[config.mk]
export PLATFORM = sky130hd
export DESIGN_NAME = ham_7_4_stream_enc
export DESIGN_NICKNAME = d
export VERILOG_FILES = /design/src/rtl/ham_7_4_stream_enc.sv
export SDC_FILE = /design/constraint.sdc
export NUM_CORES = 1
export LEC_CHECK = 0
export CAP_MARGIN = 20
export CORE_MARGIN = 5
export CORE_UTILIZATION = 40
export DETAILED_ROUTE_END_ITERATION = 10
export PLACE_DENSITY = 0.76
export SLEW_MARGIN = 10
export SYNTH_ARGS = -nofsm -noshare
export SYNTH_HDL_FRONTEND = slang
export SYNTH_SLANG_ARGS = --single-unit
[constraint.sdc]
create_clock -name clk -period 2.1 [get_ports clk]
set_input_delay 0.42 -clock clk [delete_from_list [all_inputs] [get_ports clk]]
set_output_delay 0.42 -clock clk [all_outputs]
set_load 0.1 [all_outputs]
[src/rtl/ham_7_4_stream_enc.sv]
// Streaming Hamming(7,4) encoder: one byte in, two 7-bit codewords out (layout [7:1]),
// with a one-shot single-bit error-injection hook for exercising the downstream decoder.
module ham_7_4_stream_enc #(
  parameter int CNT_W    = 16,
  parameter int LO_FIRST = 1
) (
  input  logic             clk,
  input  logic             rst_n,
  input  logic             in_valid,
  output logic             in_ready,
  input  logic [7:0]       in_data,
  output logic             out_valid,
  input  logic             out_ready,
  output logic [7:1]       out_code,
  output logic             out_injected,
  input  logic             inj_valid,
  input  logic [2:0]       inj_pos,
  output logic             inj_armed,
  output logic [CNT_W-1:0] cw_count
);

  typedef enum logic [1:0] {IDLE, FIRST, SECOND} state_t;

  state_t     state, state_next;
  logic [3:0] second_q;
  logic [2:0] pos_q;
  logic       take_byte, take_second, load;
  logic [3:0] first_nib, second_nib, load_nib;
  logic [7:0] shifted;
  logic [7:1] flip_mask, load_code;

  function automatic logic [7:1] encode(input logic [3:0] d);
    logic [7:1] c;
    c[1] = d[0];
    c[2] = d[1];
    c[3] = d[2];
    c[5] = d[3];
    c[7] = d[3] ^ d[2] ^ d[0];
    c[6] = d[3] ^ d[1] ^ d[0];
    c[4] = d[2] ^ d[1] ^ d[0];
    return c;
  endfunction

  assign first_nib  = (LO_FIRST != 0) ? in_data[3:0] : in_data[7:4];
  assign second_nib = (LO_FIRST != 0) ? in_data[7:4] : in_data[3:0];

  always_comb begin
    state_next  = state;
    in_ready    = 1'b0;
    take_byte   = 1'b0;
    take_second = 1'b0;
    case (state)
      IDLE: begin
        in_ready = 1'b1;
        if (in_valid) begin
          take_byte  = 1'b1;
          state_next = FIRST;
        end
      end
      FIRST: begin
        if (out_ready) begin
          take_second = 1'b1;
          state_next  = SECOND;
        end
      end
      SECOND: begin
        in_ready = out_ready;
        if (out_ready) begin
          if (in_valid) begin
            take_byte  = 1'b1;
            state_next = FIRST;
          end else begin
            state_next = IDLE;
          end
        end
      end
      default: state_next = IDLE;
    endcase
  end

  // A pending injection flips its stored bit in whichever codeword is loaded next
  assign load      = take_byte | take_second;
  assign load_nib  = take_byte ? first_nib : second_q;
  assign shifted   = 8'd1 << pos_q;
  assign flip_mask = inj_armed ? shifted[7:1] : 7'd0;
  assign load_code = encode(load_nib) ^ flip_mask;

  always_ff @(posedge clk or negedge rst_n) begin
    if (!rst_n) state <= IDLE;
    else        state <= state_next;
  end

  always_ff @(posedge clk or negedge rst_n) begin
    if (!rst_n) begin
      second_q     <= '0;
      pos_q        <= '0;
      out_valid    <= 1'b0;
      out_code     <= '0;
      out_injected <= 1'b0;
      inj_armed    <= 1'b0;
      cw_count     <= '0;
    end else begin
      if (take_byte) second_q <= second_nib;
      if (load) begin
        out_code     <= load_code;
        out_injected <= inj_armed;
      end
      if (take_byte)                       out_valid <= 1'b1;
      else if (state == SECOND && out_ready) out_valid <= 1'b0;
      if (out_valid && out_ready) cw_count <= cw_count + 1'b1;
      // A request landing on a load re-arms for the following load
      if (inj_valid && inj_pos != 3'd0) begin
        inj_armed <= 1'b1;
        pos_q     <= inj_pos;
      end else if (load) begin
        inj_armed <= 1'b0;
      end
    end
  end

endmodule

==> results.md <==
- Status: finished, final reports clean
- Pwr dens: 1610 nW/um2
- Switching share of power: 0.529
- Average wire per standard cell: 13.2 um
- Seq/Total Area, Yosys: 0.503
- Vias in the first global route: 1297
- Final Wtd Congestion: 0.806
- Worst path max stage delay: 0.52 ns
- First-pass GRT wire length: 6000 um
- Die Span Y: 76.0 um
- Worst reg2reg startpoint: state[0]
- Max Fclk: 499 MHz
- Initial core utilization: 0.406
- Standard-cell rows: 24
- Filler cell count: 382
- NumNets Final: 227
- Number of synthesized register bits: 35
- Post-CTS Setup Bufs: 0
- Crit. Startpoint: out_ready
- Flop pwr share: 0.287
- WL final: 3460 um
- R2R depth: 6
- Synth top area cells: dfrtp_1 50%, xnor2_1 7.5%, mux2_2 6.5%
- Reg-to-reg endpoint: out_code[7]
- Overall global routing resource usage: 0.129
- H-tree levels: 2
- Largest net degree at the start of global routing: 36
- Post-synth EDFFs: 0
- Clock Path Buffers: 2
- Reg2reg setup slack: 0.14 ns
- Netlist cell types: 32
- Core area: 4290 um2
- Initial antenna violation count: 0
- MaxCap Viol Count: 0
- Routed Antenna Nets: 0
- Die area: 5780 um2
- Hold Path Class: register to register
- Syn nets: 166
- Worst VDD drop: 0.708 mV
- Global route overflow: 0
- RSZ-0062 raised after global routing: false
- CTS tree: done
- Post-CTS Hold Buffers: 0
- Relative slew slack: 0.693
- Final Hold Violating Endpoints: 0
- Yosys warns: 0
- Worst Skew: 0.00761 ns
- Clock share of power: 0.125
- Most frequent cells in the layout: 40 x buf_4, 32 x dfrtp_1, 15 x xnor2_1, 15 x clkdlybuf4s50_1
- Setup crit end kind: register
- Final setup TNS: 0 ns
- Startpoint Class: input pin
- Smallest setup slack after layout: 0.0975 ns
- Slowest CP cell: clkdlybuf4s50_1
- Synth Instances: 149
- Async SR Flop Fraction: 1.00
- Utilization after layout: 0.549
- Worst-Skew Late Latency: 0.29 ns
- Crit path cell chain: clkdlybuf4s50_1 > nor2b_4 > nor2_2 > buf_4 > mux2i_4 > xnor3_1 > mux2_2
- CTS Sinks: 35
- Tmin final: 2.00 ns
- Synth area leader: dfrtp_1
- Most common cell after layout, fill and taps aside: buf_4
- Pre-antenna DRT Iters: 4
- Internal: 1.79 mW
- Required @ worst endpoint: 2.27 ns
- I/O pin count: 43
- TritonCTS Buffers: 5
- DP Worst Slack: -0.206 ns
- Leak: 1.04 nW
- Remaining DRCs: 0
- Slew at the pin closest to its max-slew limit: 0.454 ns
- Fraction of layout cells with a size suffix above 1: 0.318
- Primary FF master, synth: dfrtp_1
- Via-per-instance ratio: 4.89
- Via count: 1287
- Largest fanout on the critical path: 5
- Max Slew Vio Count: 0
- Ant diodes: 0
- Synth top area share: 0.503
- Layout area overhead: 35.2%
- Critical Path AT: 2.17 ns
- Post-Syn Area: 1740 um2
- Critical Path Sink: out_code[7]
- Starting DRT DRC Count: 52
- NetSw: 2.01 mW
- Setup violations, final: 0
- Input/output buffers: 42
- Reg clk slew, reported paths: 0.08 ns
- Avg Cell Area, Syn: 11.7 um2
- Clock root buffer: clkbuf_8
- PostCTS Resize Cnt: 0
- Final Cycle Share: 0.954
- Gate power share: 0.588
- DPL Wire Length: 2710 um
- Die X: 76.0 um
- Kind of critical path: input pin to register
## power by group through the flow
stage | registers, mW | logic, mW | clock network, mW
global route | 1.13 | 2.34 | 0.521
finish | 1.09 | 2.24 | 0.476
floorplan | 2.17 | 0.633 | 0
CTS | 1.10 | 2.26 | 0.492
detailed placement | 1.11 | 2.25 | 0
global placement | 1.11 | 2.21 | 0
## layout make-up
| type | instances | area [um2] | area share |
|---|---|---|---|
| clock inverters | 3 | 20.0 | 0.00849 |
| clock buffers | 5 | 68.8 | 0.0292 |
| well taps | 52 | 65.1 | 0.0276 |
| repair buffers | 56 | 470 | 0.200 |
| multi-input cells | 111 | 850 | 0.360 |
| flip-flops and latches | 35 | 880 | 0.373 |
| inverters | 1 | 3.75 | 0.00159 |
## layer usage
metal	share of wire	routed length, um	track usage
met1	0.45	1540	0.164
met3	0.055	191	0.0496
met4	0.022	75	0.0623
met2	0.48	1650	0.190
met5	0	0	0
## critical path: cells and delay by family
family,cells,cell delay (ns)
buffers and inverters,2,0.70
XOR/XNOR,1,0.33
multiplexers,2,0.52
AND/OR/NAND/NOR,2,0.20
## logic make-up after synthesis
family | synth area share
flops | 0.503
fa+ha+maj | 0.00718
compound gates | 0.0538
simple gates | 0.157
xor+xnor | 0.156
buf+inv | 0.0115
mux | 0.112
## cells in the mapped netlist, types with 2 or more instances
cell     number
a21oi_1       5
a22o_1        3
and2b_1       2
and4_1        2
dfrtp_1      35
mux2_2       10
mux2i_1       6
nand2_1      11
nand3_1       3
nand4_1       5
nor2_1       12
nor3_1        2
nor3b_1       2
nor4b_1       2
o21ai_0       7
xnor2_1      15
xnor3_1       2
xor2_1       11
## worst min path at each step
stage | end | slack, ns | start | cells after the start
4_1_cts | cw_count[15] | 0.50 | cw_count[15] | 1
3_3_place_gp | cw_count[15] | 0.46 | cw_count[15] | 1
2_1_floorplan | cw_count[0] | 0.12 | rst_n | 0
6_report | cw_count[15] | 0.49 | cw_count[15] | 1
5_1_grt | cw_count[14] | 0.51 | cw_count[14] | 1
3_5_place_dp | cw_count[0] | 0.49 | cw_count[0] | 1
## flip-flops by register name (all words and copies together), names as in the netlist
signal / flops
cw_count: 16
inj_armed: 1
out_code: 7
out_injected: 1
out_valid: 1
pos_q: 3
second_q: 4
state: 2
## stage by stage
step	instances	hold WS, ns	instance area, um2	power (mW)
after global routing	263	0.511	2360	3.99
after global placement	255	0.464	2270	3.32
after detailed placement	255	0.487	2270	3.36
final	263	0.485	2360	3.81
after CTS	263	0.499	2360	3.84
after floorplan	149	0.124	1750	2.80
Note: power is estimated with default switching activity, not from simulation.
